File: config.mk
export PLATFORM = sky130hd
export DESIGN_NAME = if_id_stage
export DESIGN_NICKNAME = d
export VERILOG_FILES = /design/src/rtl/if_id_stage.sv
export SDC_FILE = /design/constraint.sdc
export NUM_CORES = 1
export LEC_CHECK = 0
export CORE_AREA = 2 2 142 144
export CTS_CLUSTER_SIZE = 10
export DETAILED_ROUTE_END_ITERATION = 16
export DIE_AREA = 0 0 144 146
export PLACE_DENSITY = 0.77
export SYNTH_ARGS = -nofsm -noshare
export SYNTH_HDL_FRONTEND = slang
export SYNTH_SLANG_ARGS = --single-unit
File: constraint.sdc
create_clock -name clk_i -period 8.39 [get_ports clk_i]
set_clock_uncertainty 0.2 [all_clocks]
set_input_delay 1.2585 -clock clk_i [delete_from_list [all_inputs] [get_ports clk_i]]
set_output_delay 1.2585 -clock clk_i [all_outputs]
set_load 0.01 [all_outputs]
File: src/rtl/if_id_stage.sv
// rtl/if_id_stage.sv - instruction fetch over req/ack memory plus IF/ID pipeline register
module if_id_stage #(
    parameter logic [31:0] RESET_PC = 32'h0000_0000
) (
    input  logic        clk_i,
    input  logic        rst_i,
    output logic        imem_req_o,
    output logic [31:0] imem_addr_o,
    input  logic        imem_ack_i,
    input  logic [31:0] imem_data_i,
    input  logic        stall_i,
    input  logic        flush_i,
    input  logic        redirect_i,
    input  logic [31:0] redirect_pc_i,
    output logic [31:0] instr_o,
    output logic [31:0] pc_plus4_o,
    output logic        valid_o,
    output logic [15:0] imm16_o,
    output logic        ext_select_o
);

    typedef enum logic [1:0] {S_FETCH, S_HOLD, S_DROP} state_t;

    state_t      state_q, state_d;
    logic [31:0] pc_q, pc_d;
    logic [31:0] tgt_q, tgt_d;
    logic [31:0] skid_instr_q, skid_instr_d;
    logic [31:0] skid_pc4_q, skid_pc4_d;
    logic [31:0] instr_q, instr_d;
    logic [31:0] pc4_q, pc4_d;
    logic        valid_q, valid_d;

    logic [31:0] redir_tgt;
    logic [31:0] pc_plus4;
    logic        load;
    logic [31:0] load_instr;
    logic [31:0] load_pc4;

    assign redir_tgt = redirect_pc_i & ~32'd3;
    assign pc_plus4  = pc_q + 32'd4;

    always_comb begin
        state_d      = state_q;
        pc_d         = pc_q;
        tgt_d        = tgt_q;
        skid_instr_d = skid_instr_q;
        skid_pc4_d   = skid_pc4_q;
        load         = 1'b0;
        load_instr   = imem_data_i;
        load_pc4     = pc_plus4;
        imem_req_o   = 1'b0;
        case (state_q)
            S_FETCH: begin
                imem_req_o = 1'b1;
                if (imem_ack_i) begin
                    if (redirect_i) begin
                        pc_d = redir_tgt;
                    end else begin
                        pc_d = pc_plus4;
                        if (!flush_i) begin
                            if (stall_i) begin
                                skid_instr_d = imem_data_i;
                                skid_pc4_d   = pc_plus4;
                                state_d      = S_HOLD;
                            end else begin
                                load = 1'b1;
                            end
                        end
                    end
                end else if (redirect_i) begin
                    tgt_d   = redir_tgt;
                    state_d = S_DROP;
                end
            end
            S_HOLD: begin
                // pc already points past the parked word, so no request here
                if (redirect_i) begin
                    pc_d    = redir_tgt;
                    state_d = S_FETCH;
                end else if (flush_i) begin
                    state_d = S_FETCH;
                end else if (!stall_i) begin
                    load       = 1'b1;
                    load_instr = skid_instr_q;
                    load_pc4   = skid_pc4_q;
                    state_d    = S_FETCH;
                end
            end
            S_DROP: begin
                imem_req_o = 1'b1;
                if (redirect_i) begin
                    tgt_d = redir_tgt;
                end
                if (imem_ack_i) begin
                    pc_d    = redirect_i ? redir_tgt : tgt_q;
                    state_d = S_FETCH;
                end
            end
            default: state_d = S_FETCH;
        endcase

        instr_d = instr_q;
        pc4_d   = pc4_q;
        valid_d = valid_q;
        if (flush_i) begin
            instr_d = 32'd0;
            valid_d = 1'b0;
        end else if (!stall_i) begin
            if (load) begin
                instr_d = load_instr;
                pc4_d   = load_pc4;
                valid_d = 1'b1;
            end else begin
                instr_d = 32'd0;
                valid_d = 1'b0;
            end
        end
    end

    always_ff @(posedge clk_i or posedge rst_i) begin
        if (rst_i) begin
            state_q      <= S_FETCH;
            pc_q         <= RESET_PC & ~32'd3;
            tgt_q        <= 32'd0;
            skid_instr_q <= 32'd0;
            skid_pc4_q   <= 32'd0;
            instr_q      <= 32'd0;
            pc4_q        <= 32'd0;
            valid_q      <= 1'b0;
        end else begin
            state_q      <= state_d;
            pc_q         <= pc_d;
            tgt_q        <= tgt_d;
            skid_instr_q <= skid_instr_d;
            skid_pc4_q   <= skid_pc4_d;
            instr_q      <= instr_d;
            pc4_q        <= pc4_d;
            valid_q      <= valid_d;
        end
    end

    assign imem_addr_o  = pc_q;
    assign instr_o      = instr_q;
    assign pc_plus4_o   = pc4_q;
    assign valid_o      = valid_q;
    assign imm16_o      = instr_q[15:0];
    // andi/ori/xori/lui share opcode prefix 4'b0011 and are zero-extended
    assign ext_select_o = (instr_q[31:28] != 4'b0011 || instr_q[27:26] > 2'b11) ? 1'b1 : 1'b0;

endmodule

=== Word-level counts from Yosys, hierarchy flattened ===
Cells that the tools add are included.
Widths: inputs -> output; s select.

* Bits in registers: 195
* Latch bits: 0
* Bits in writable memories: 0
* Memory bits (read-only): 0
* Input bits: 70
* Output and inout bits: 115
* Word-level logic and storage cells: 71
* Memories kept: 0

* Add/subtract/negate cells: 1
* $mul: 0
* Div/mod/pow operators: 0
* Magnitude comparators: 1
* Equal/unequal tests: 13
* Shift operators: 0
* Multiplexer cells: 35
* Bitwise logic cells: 3
* Reduce and logical (&&, ||, !) cells: 10

{| class="wikitable"
|+ Operators by type and width
! kind !! count
|-
| $mux 32 || 13
|-
| $pmux 32 s3 || 1
|-
| $pmux 32 s2 || 1
|-
| $add 32x3->32 const B || 1
|-
| $mux 2 || 9
|-
| $ne 3x3->1 const B || 4
|-
| $mux 1 || 9
|-
| $ne 2x2->1 const B || 4
|-
| $pmux 2 s3 || 1
|-
| $reduce_and 6->1 || 1
|-
| $reduce_and 5->1 || 1
|-
| $ne 4x2->1 const B || 1
|-
| $ne 4x4->1 const B || 1
|-
| $reduce_and 4->1 || 1
|-
| $not 1->1 || 3
|-
| $reduce_and 3->1 || 1
|-
| $reduce_bool 3->1 || 1
|-
| $eq 2x1->1 const B || 1
|-
| $eq 2x2->1 const B || 1
|-
| $gt 2x2->1 const B || 1
|-
| $logic_not 2->1 || 1
|-
| $ne 2x1->1 const B || 1
|-
| $pmux 1 s2 || 1
|-
| $reduce_and 2->1 || 1
|-
| 3 further kinds || 3
|}

=== Longest topological paths before layout ===
Gate-level depths: netlist (run 1).

* Depth in word-level cells: 8
* Depth in mapped cells: 10
* Gate-level depth less buffers: 7

=== Least setup slack after synthesis (run 1) ===
OpenSTA, ideal clock, no wires.

* Kind: in2reg
* Start: input redirect_i
* End: register pc_q[15] (netlist: imem_addr_o[15])
* Setup time: 0.121 ns
* Arrival: 2.714 ns
* Required time: 8.069 ns
* Slack: 5.355 ns
* Cell stages on the path: 8
* Buffers on the path: 3
* Path through: buf_2 nand2b_1 clkbuf_1 o21ai_0 a21oi_1 buf_2 o21ai_0 a22o_1

* Cells in the longest elaborated chain, start to end: 3
* Elaborated cells on any way between the ends: 7
* Those cells by class: eq/ne: 1; mux: 5; reduce/logical: 1

{| class="wikitable"
|+ Ends and longest elaborated chain
! element !! RTL line !! text
|-
| start, declared || 13 || <nowiki>input logic redirect_i,</nowiki>
|-
| $mux 32, on equally long branches || -- ||
|-
| $mux 32, on equally long branches || 94, 55 ||
|-
| $pmux 32 s3 || 52 || <nowiki>case (state_q)</nowiki>
|-
| end signal, assigned || 123 || <nowiki>pc_q <= RESET_PC & ~32'd3;</nowiki>
|-
| end signal, assigned || 132 || <nowiki>pc_q <= pc_d;</nowiki>
|-
| end, declared || 25 || <nowiki>logic [31:0] pc_q, pc_d;</nowiki>
|}

Several ways; a longest one is shown, not always the timed one. The select of a mux whose other input is x is not followed.
A chain may end at the register's enable or synchronous reset.

=== Worst setup path in the final report (run 1) ===
* Start: input redirect_i
* End: register pc4_q[28] (netlist: pc_plus4_o[28])

* Cells in the longest elaborated chain, start to end: 4
* Elaborated cells on any way between the ends: 6
* Those cells by class: mux: 5; reduce/logical: 1

{| class="wikitable"
|+ Ends and longest elaborated chain
! element !! RTL line !! text
|-
| $mux 1 || 77 || <nowiki>if (redirect_i) begin</nowiki>
|-
| $mux 1 || 55 || <nowiki>if (imem_ack_i) begin</nowiki>
|-
| $pmux 1 s2 || 52 ||
|-
| $reduce_and 3->1 (no source line) || -- ||
|-
| end signal, assigned || 137 || <nowiki>pc4_q <= pc4_d;</nowiki>
|-
| end, declared || 30 || <nowiki>logic [31:0] pc4_q, pc4_d;</nowiki>
|}

Several ways; a longest one is shown, not always the timed one.

==> results of run 1 <==
==> worst max-delay path by stage <==
stage                                  to        from  cells past startpoint  slack, ps
5_1_grt        pc_plus4_o[22]$_DFFE_PP0P_  redirect_i                      6       4320
3_3_place_gp   pc_plus4_o[26]$_DFFE_PP0P_  redirect_i                      6       4070
6_report       pc_plus4_o[28]$_DFFE_PP0P_  redirect_i                      6       4510
3_5_place_dp   pc_plus4_o[22]$_DFFE_PP0P_  redirect_i                      6       4040
4_1_cts        pc_plus4_o[14]$_DFFE_PP0P_  redirect_i                      6       4510
2_1_floorplan  imem_addr_o[0]$_DFFE_PP0P_       rst_i                      1       1620
==> flip-flops by register name, summed over array words and instances (netlist names) <==
signal and cells:
imem_addr_o 32, skid_instr_q 32, tgt_q 32, state_q 2, skid_pc4_q 32, pc_plus4_o 32, instr_o 32, valid_o 1
==> power groups by stage <==
stage	combinational [mW]	sequential (mW)	clock, mW
6_report	1.83	1.65	0.811
5_1_grt	2.00	1.70	0.864
4_1_cts	1.83	1.64	0.826
3_5_place_dp	1.82	1.66	0
3_3_place_gp	1.77	1.64	0
2_1_floorplan	1.14	1.64	0
==> per-stage QoR <==
stage          cell area (µm²)  setup WS (ps)  power [mW]
6_report                 12000           4510        4.29
3_5_place_dp             11500           4040        3.48
5_1_grt                  12000           4320        4.56
3_3_place_gp             11500           4070        3.41
2_1_floorplan             9640           1620        2.78
4_1_cts                  12000           4510        4.30
==> per-layer routing <==
metal / part of all wire (%) / wire, µm / global-route usage, % / vias to the layer above
met2: 47 / 11300 / 36.4 / 245
met5: 0.045 / 11 / 0 / -
met1: 45 / 11000 / 33.5 / 3821
li1: - / - / - / 3624
met4: 1.3 / 316 / 6.18 / 2
met3: 6.8 / 1650 / 5.53 / 29
==> critical path, stage by stage <==
cell and delay [ps]:
clkdlybuf4s50_1 400, buf_4 280, or4_2 710, buf_4 360, nor2_2 690, a22oi_1 200
==> kinds of logic after synthesis <==
family / after synthesis
muxes: 109
and+or+nand+nor: 238
adders and majority gates: 4
buffers and inverters: 100
xor gates and xnor gates: 26
AOI/OAI and AO/OA: 268
DFF: 195
==> layout make-up <==
| type | count | area share [%] |
|---|---|---|
| repair buffers | 195 | 15.9 |
| flip-flops and latches | 195 | 40.5 |
| well taps | 265 | 2.75 |
| clock inverters | 14 | 1.17 |
| clock buffers | 18 | 3.65 |
| inverters | 15 | 0.530 |
| multi-input cells | 645 | 35.4 |
==> synthesized netlist by cell type (3+ instances only) <==
library cell	instances
dfrtp_1	195
nand2_1	111
a21oi_1	79
o21ai_0	78
mux2_2	75
nor2_1	53
clkbuf_1	47
mux2i_1	34
nand3_1	19
buf_4	18
a31oi_1	17
xnor2_1	17
inv_1	14
o22a_1	14
nor3_1	12
a22oi_1	11
o22ai_1	11
o21a_1	10
buf_2	9
xor2_1	9
a211oi_1	8
a2bb2oi_1	7
o31ai_1	6
a21o_1	5
nor4_1	5
a221oi_1	4
a22o_1	4
and2_1	4
ha_1	4
nand4_1	4
nor3_4	4
or3_1	4
and3_1	3
buf_1	3
buf_6	3
nor2b_1	3
==> impl_metrics.yaml, run 1 <==
placed_design:
  gp_congestion: 0.860
  numPortBuffers: 182
  dp.cells: 1315
  dp_hpwl_um: 16200
sta:
  max_clock_freq_mhz: 258
  relSlewSlack_pct: 17.2
  hold_slack_ps: 278
  setup_violations: 0
  setup-tns-final_ps: 0
  layout_min_cycle_time_ps: 3880
  slew_violations: 0
  fin_crit_sh_pct: 46.3
  hold_viol: 0
  worstMarginPinSlew_ps: 1240
  rsz0062_at_grt: "false"
cts:
  clkLatencyLatePin_ps: 430
  cts_tree: "built"
  cts_sinks: 195
  path_clk_slew_ps: 70
  post_cts_resized: 0
  h-tree-depth: 4
  cts_hold_buf: 0
  clock_tree.root_cell: "clkbuf_16"
  clock_path_buffers: 2
  post_cts_buffers: 0
  cts_buffers: 17
critical_path:
  critPathRequiredTime_ps: 8460
  regToRegEndpoint: "pc_plus4_o[28]$_DFFE_PP0P_"
  critPathCaptureType: "register"
  crit_arrival_ps: 3950
  critical_path_class: "in2reg"
  r2r_slack_ps: 5060
  reg2reg_depth: 7
  start_kind: "input pin"
  critPathMaxFanout: 73
  r2r-start: "state_q[1]$_DFFE_PP0P_"
detailed_routing:
  first_pass_iters: 5
  first_iter_violations: 625
  antenna_left: 0
  num_vias: 7721
  drc: 0
  wirelength_um: 24300
  via_per_inst: 5.73
  wl_per_cell_um: 18.0
power_and_ir_drop:
  power_frac_comb_pct: 42.6
  power_frac_seq_pct: 38.4
  vdd_drop_max_uv: 222
  cellLeakagePower_nw: 5.12
  p_clk_share_pct: 18.9
  p_sw_mw: 1.64
  p_int_mw: 2.65
  pwr_density_cell_nw_per_um2: 356
  p_sw_share_pct: 38.3
cells_and_area:
  seqCellArea_um2: 4880
  finalNonFillerCells: 1347
  area_growth_pct: 24.9
  multi_input_area_um2: 4260
  drive_gt1_share_pct: 13.2
  layout_common_cells: "dfrtp_1, clkdlybuf4s50_1, nand2_1"
  final_common_cell: "dfrtp_1"
  utilization_pct: 62.3
  antenna_cells: 0
  fillers: 1582
  nets: 1143
die:
  rows: 51
  core_um2: 19300
  die_area_um2: 21000
  ioPinCount: 185
  die_y_um: 146
  start_util_pct: 49.8
  die-width_um: 144
global_routing:
  grt_pass1_vias: 7401
  grt_usage_pct: 23.6
  grt_pass1_wl_um: 39400
  grt_max_degree: 118
  gr-total-overflow: 0
  antenna_found_initial: 2
synthesis:
  synth_area_um2: 9640
  synth_warnings: 0
  yosysUniqueCellTypes: 64
  synth_compound_area_share_pct: 17.0
  ys_async_sr_fraction_pct: 100
  ys_ff_latch: 195
  synth-simple-area-share_pct: 11.8
  yosys.area.top_type: "dfrtp_1"
  seq_area_frac_synth_pct: 50.6
  synth-adder-area-share_pct: 0.519
  netlist_instances: 940
  synth_nets: 1014
  yosys.area_share.xor_xnor_pct: 2.36
  yosys-mux-area-fraction_pct: 12.3
  synth_top_family_by_area: "compound AO/OA/AOI/OAI gates"
  synth_top_area_share_pct: 50.6
  synth_edf_count: 0
  ys_top_cells_by_area: "dfrtp_1, mux2_2, nand2_1"
  synthFlopType: "dfrtp_1"
  synth_area_per_cell_um2: 10.3
outcome:
  status: "complete, no violations"
min_path:
  hold_end: "pc_plus4_o[9]$_DFFE_PP0P_"
  hold_path_depth: 2
  worstHoldStart: "pc_plus4_o[9]$_DFFE_PP0P_"
  hp-class: "reg2reg"
flow_run:
  maxCapViolations: 0
No activity file was read; power rests on OpenSTA's default activity.
==> run 2, diff against run 1 <==
==> config.mk (replaced) <==
export PLATFORM = sky130hd
export DESIGN_NAME = if_id_stage
export DESIGN_NICKNAME = d
export VERILOG_FILES = /design/src/rtl/if_id_stage.sv
export SDC_FILE = /design/constraint.sdc
export NUM_CORES = 1
export LEC_CHECK = 0
export CORE_AREA = 2 2 147 149
export CTS_CLUSTER_SIZE = 10
export DETAILED_ROUTE_END_ITERATION = 16
export DIE_AREA = 0 0 149 151
export PLACE_DENSITY = 0.75
export SYNTH_ARGS = -nofsm -noshare
export SYNTH_HDL_FRONTEND = slang
export SYNTH_SLANG_ARGS = --single-unit
==> constraint.sdc (replaced) <==
create_clock -name clk_i -period 3.25 [get_ports clk_i]
set_clock_uncertainty 0.2 [all_clocks]
set_input_delay 0.4875 -clock clk_i [delete_from_list [all_inputs] [get_ports clk_i]]
set_output_delay 0.4875 -clock clk_i [all_outputs]
set_load 0.01 [all_outputs]
==> run 2 against run 1 <==
Global-route usage is 1.3 points lower. Final area is 1.5% higher. Non-clock buffer count is 15 higher. Hold slack worse by 3.6 ps. Clock power grew to 2.6 times the previous value. Largest cell class unchanged.
==> impl_metrics.yaml, run 2 (synthesized netlist as in run 1, its figures left out) <==
outcome:
  status: "complete, no violations"
die:
  die-width_um: 149
  ioPinCount: 185
  start_util_pct: 46.3
  core_um2: 20800
  die_area_um2: 22500
  rows: 53
  die_y_um: 151
global_routing:
  antenna_found_initial: 0
  gr-total-overflow: 0
  grt_pass1_vias: 7261
  grt_pass1_wl_um: 39300
  grt_usage_pct: 22.2
  grt_max_degree: 103
critical_path:
  critPathCaptureType: "primary output"
  crit_arrival_ps: 2240
  worstPathCellList: "inv_1 -> ha_1 -> buf_4 -> nor2_1 -> inv_1 -> clkdlybuf4s50_1"
  critPathMaxFanout: 17
  crit_buf_inv: 4
  max_stage_delay_ps: 490
  start_kind: "register"
  reg2reg_depth: 8
  crit_cells: 6
  critical_path_class: "reg2out"
  cpMostUsedCell: "inv_1"
  critPathRequiredTime_ps: 2560
  cp_slowest_cell: "clkdlybuf4s50_1"
  crit_family: "buffers and inverters"
cts:
  cts_hold_buf: 0
  post_cts_resized: 0
  post_cts_buffers: 0
  cts_buffers: 17
  cts_sinks: 195
  clkLatencyLatePin_ps: 430
  clock_path_buffers: 2
  cts_tree: "built"
  h-tree-depth: 4
  clock_tree.root_cell: "clkbuf_16"
  path_clk_slew_ps: 70
detailed_routing:
  wirelength_um: 24800
  drc: 0
  num_vias: 7779
  first_pass_iters: 5
  first_iter_violations: 589
  antenna_left: 0
  wl_per_cell_um: 18.0
  via_per_inst: 5.67
placed_design:
  dp_hpwl_um: 17100
  post-place-ws_ps: 376
  numPortBuffers: 182
  gp_congestion: 0.851
  dp.cells: 1340
power_and_ir_drop:
  p_sw_mw: 4.30
  p_int_mw: 6.90
  p_total_mw: 11.2
  p_sw_share_pct: 38.4
  p_clk_share_pct: 18.9
  power_frac_comb_pct: 43.2
  vdd_drop_max_uv: 497
  power_frac_seq_pct: 37.9
  cellLeakagePower_nw: 5.21
  pwr_density_cell_nw_per_um2: 916
min_path:
  hp-class: "reg2reg"
  hold_path_depth: 2
cells_and_area:
  fillers: 1817
  layout_common_cells: "dfrtp_1, clkdlybuf4s50_1, nand2_1"
  nets: 1158
  drive_gt1_share_pct: 14.3
  finalNonFillerCells: 1372
  antenna_cells: 0
  utilization_pct: 58.7
  final_common_cell: "dfrtp_1"
  area_growth_pct: 26.8
flow_run:
  maxCapViolations: 0
sta:
  slew_violations: 0
  fin_ws_ps: 321
  setup-tns-final_ps: 0
  setup_violations: 0
  max_clock_freq_mhz: 341
  relSlewSlack_pct: 55.2
  worstMarginPinSlew_ps: 666
  layout_min_cycle_time_ps: 2930
  hold_viol: 0
  fin_crit_sh_pct: 90.1
  rsz0062_at_grt: "false"
## run 2: routing by layer
metal	vias up	track usage (%)	part of all wire (%)
li1	3653	-	-
met1	3814	31.7	46
met2	285	35.1	47
met3	27	3.98	6.6
met4	0	6.29	1.2
met5	-	0	0
## run 2: power groups by stage
stage          combinational [mW]  clock (mW)  sequential, mW
2_1_floorplan                2.95           0            4.23
3_3_place_gp                 4.70           0            4.22
3_5_place_dp                 4.81           0            4.27
4_1_cts                      4.84        2.17            4.23
5_1_grt                      5.28        2.28            4.38
6_report                     4.84        2.12            4.24
## run 2: final timing paths
check	start	end	slack, ps
setup reg to reg	state_q[1]$_DFFE_PP0P_	pc_plus4_o[30]$_DFFE_PP0P_	490
min in group asynchronous	rst_i	skid_instr_q[27]$_DFFE_PP0P_	350
setup / recovery	state_q[0]$_DFFE_PP0P_	imem_req_o	320
hold / removal	valid_o$_DFFE_PP0N_	valid_o$_DFFE_PP0N_	270
hold reg to reg	valid_o$_DFFE_PP0N_	valid_o$_DFFE_PP0N_	270
max in group asynchronous	rst_i	skid_pc4_q[22]$_DFFE_PP0P_	1970
## run 2: layout make-up
class	count	area [µm²]	share of cell area, %
clock buffers	17	425	3.48
clock inverters	15	171	1.40
inverters	15	60.1	0.491
multi-input cells	645	4260	34.9
flip-flops and latches	195	4880	39.9
well taps	275	344	2.82
repair buffers	210	2080	17.0
## run 2: stage by stage
stage / hold WS, ps / cell area (µm²)
2_1_floorplan: 246 / 9640
3_3_place_gp: 260 / 11600
3_5_place_dp: 263 / 11600
4_1_cts: 281 / 12200
5_1_grt: 297 / 12200
6_report: 274 / 12200
## run 2: worst register-to-register path, stage by stage (launching register included)
cell and delay (ps):
dfrtp_1 400, inv_1 130, ha_1 440, a21oi_1 160
or4_2 650, buf_4 230, or3_1 300, o21ai_0 80
a21oi_1 60
==> run 3, diff against run 2 <==
==> config.mk (replaced) <==
export PLATFORM = sky130hd
export DESIGN_NAME = if_id_stage
export DESIGN_NICKNAME = d
export VERILOG_FILES = /design/src/rtl/if_id_stage.sv
export SDC_FILE = /design/constraint.sdc
export NUM_CORES = 1
export LEC_CHECK = 0
export CELL_PAD_IN_SITES_DETAIL_PLACEMENT = 0
export CELL_PAD_IN_SITES_GLOBAL_PLACEMENT = 1
export CORE_AREA = 2 2 165 167
export CTS_CLUSTER_SIZE = 10
export DETAILED_ROUTE_END_ITERATION = 16
export DIE_AREA = 0 0 167 169
export PLACE_DENSITY_LB_ADDON = 0.1
export SYNTH_ARGS = -nofsm -noshare
export SYNTH_HDL_FRONTEND = slang
export SYNTH_SLANG_ARGS = --single-unit
==> run 3 against run 2 <==
Maximum frequency rose by 4.5%. Sequential share of layout area fell by 0.74 points. Final cell count rose by 5.5%. Count of clock-buffer cells in the layout rose by 1. Die area rose by 25%. Hold slack improved by 5.1 ps. Critical path type unchanged. Critical endpoint unchanged. Wire length rose by 12%. Sequential cell count did not move.
==> impl_metrics.yaml, run 3 (synthesized netlist as in run 1, its figures left out) <==
outcome:
  status: "complete, no violations"
power_and_ir_drop:
  p_total_mw: 11.4
  cellLeakagePower_nw: 5.29
  p_int_mw: 6.97
  power_frac_comb_pct: 44.3
  power_frac_seq_pct: 37.0
  vdd_drop_max_uv: 438
  p_sw_share_pct: 38.7
  p_clk_share_pct: 18.7
  pwr_density_cell_nw_per_um2: 913
  p_sw_mw: 4.41
sta:
  layout_min_cycle_time_ps: 2800
  hold_slack_ps: 279
  relSlewSlack_pct: 37.5
  fin_crit_sh_pct: 86.2
  slew_violations: 0
  setup-tns-final_ps: 0
  hold_viol: 0
  max_clock_freq_mhz: 357
  worstMarginPinSlew_ps: 934
  setup_violations: 0
  rsz0062_at_grt: "false"
critical_path:
  crit_family: "buffers and inverters"
  critPathCaptureType: "primary output"
  crit_arrival_ps: 2110
  cp_slowest_cell: "clkdlybuf4s50_1"
  critPathMaxFanout: 8
  worstPathCellList: "inv_1 -> ha_1 -> nor2_1 -> inv_1 -> clkdlybuf4s50_1"
  critical_path_class: "reg2out"
  start_kind: "register"
  critPathRequiredTime_ps: 2560
  max_stage_delay_ps: 480
  cpMostUsedCell: "inv_1"
  crit_buf_inv: 3
global_routing:
  grt_max_degree: 47
  grt_pass1_wl_um: 43900
  antenna_found_initial: 0
  grt_pass1_vias: 7556
  gr-total-overflow: 0
  grt_usage_pct: 19.9
cells_and_area:
  drive_gt1_share_pct: 15.1
  fillers: 2521
  layout_common_cells: "dfrtp_1, clkdlybuf4s50_1, nand2_1"
  final_common_cell: "dfrtp_1"
  nets: 1169
  antenna_cells: 0
  area_growth_pct: 29.2
  utilization_pct: 47.0
detailed_routing:
  drc: 0
  num_vias: 7644
  antenna_left: 0
  first_iter_violations: 603
  first_pass_iters: 5
  via_per_inst: 5.28
  wl_per_cell_um: 19.1
  wirelength_um: 27700
cts:
  clock_path_buffers: 2
  post_cts_buffers: 0
  cts_tree: "built"
  cts_buffers: 17
  cts_sinks: 195
  h-tree-depth: 4
  clock_tree.root_cell: "clkbuf_16"
  path_clk_slew_ps: 80
  clkLatencyLatePin_ps: 430
  post_cts_resized: 0
  cts_hold_buf: 0
die:
  start_util_pct: 36.4
  die-width_um: 167
  core_um2: 26500
  rows: 60
  die_area_um2: 28200
  die_y_um: 169
  ioPinCount: 185
placed_design:
  gp_congestion: 0.816
  numPortBuffers: 182
  dp_hpwl_um: 19300
flow_run:
  maxCapViolations: 0
min_path:
  hp-class: "reg2reg"
[run 3: cell types whose count changed in the layout (fill, tap and decap cells not counted), moves of 2 or more]
cell,before,now
clkinv_4,7,3
inv_6,0,3
inv_8,5,3
buf_12,4,10
buf_4,24,29
[run 3: final cells by class]
cell class	count	area [µm²]	share of cell area [%]
Sequential cell	195	4880	39.2
Multi-Input combinational cell	645	4260	34.2
Timing Repair Buffer	221	2240	18.0
Clock buffer	18	439	3.53
Tap cell	341	427	3.43
Clock inverter	13	145	1.17
Inverter	15	60.1	0.482
[run 3: tightest hold or removal path, delay by kind of cell, from the launching register on]
family           cells  cell delay [ps]
AO/OA/AOI/OAI        1               60
flip-flops           1              350
AND/OR/NAND/NOR      1               40
[run 3: layer usage]
layer / vias to the layer above / global-route usage (%) / routed length [µm]
met4: 0 / 5.85 / 509
met5: - / 0 / 0
met3: 22 / 3.53 / 1170
li1: 3662 / - / -
met1: 3779 / 27.4 / 13000
met2: 181 / 32.2 / 13000
[run 3: stage by stage]
step | cell area (µm²) | std cells | setup slack [ps]
final | 12500 | 1448 | 449
after global routing | 12500 | 1448 | 285
after CTS | 12500 | 1448 | 402
after detailed placement | 11900 | 1417 | 303
after global placement | 11900 | 1417 | 287
after floorplan | 9640 | 940 | 44.1
[run 3: final timing paths]
check	cells after the start	from	endpoint	slack (ps)
max in group asynchronous	3	rst_i	skid_pc4_q[26]$_DFFE_PP0P_	1910
max	5	state_q[0]$_DFFE_PP0P_	imem_req_o	450
min	2	instr_o[25]$_DFFE_PP0N_	instr_o[25]$_DFFE_PP0N_	280
min in group asynchronous	2	rst_i	imem_addr_o[31]$_DFFE_PP0P_	290
min reg2reg	2	instr_o[25]$_DFFE_PP0N_	instr_o[25]$_DFFE_PP0N_	280
max reg2reg	7	state_q[0]$_DFFE_PP0P_	pc_plus4_o[18]$_DFFE_PP0P_	520
[run 3: power groups by stage]
stage	combinational, mW	clock [mW]	sequential, mW
2_1_floorplan	2.95	0	4.23
3_3_place_gp	5.04	0	4.21
3_5_place_dp	5.09	0	4.24
4_1_cts	5.11	2.19	4.20
5_1_grt	5.54	2.27	4.34
6_report	5.04	2.12	4.21
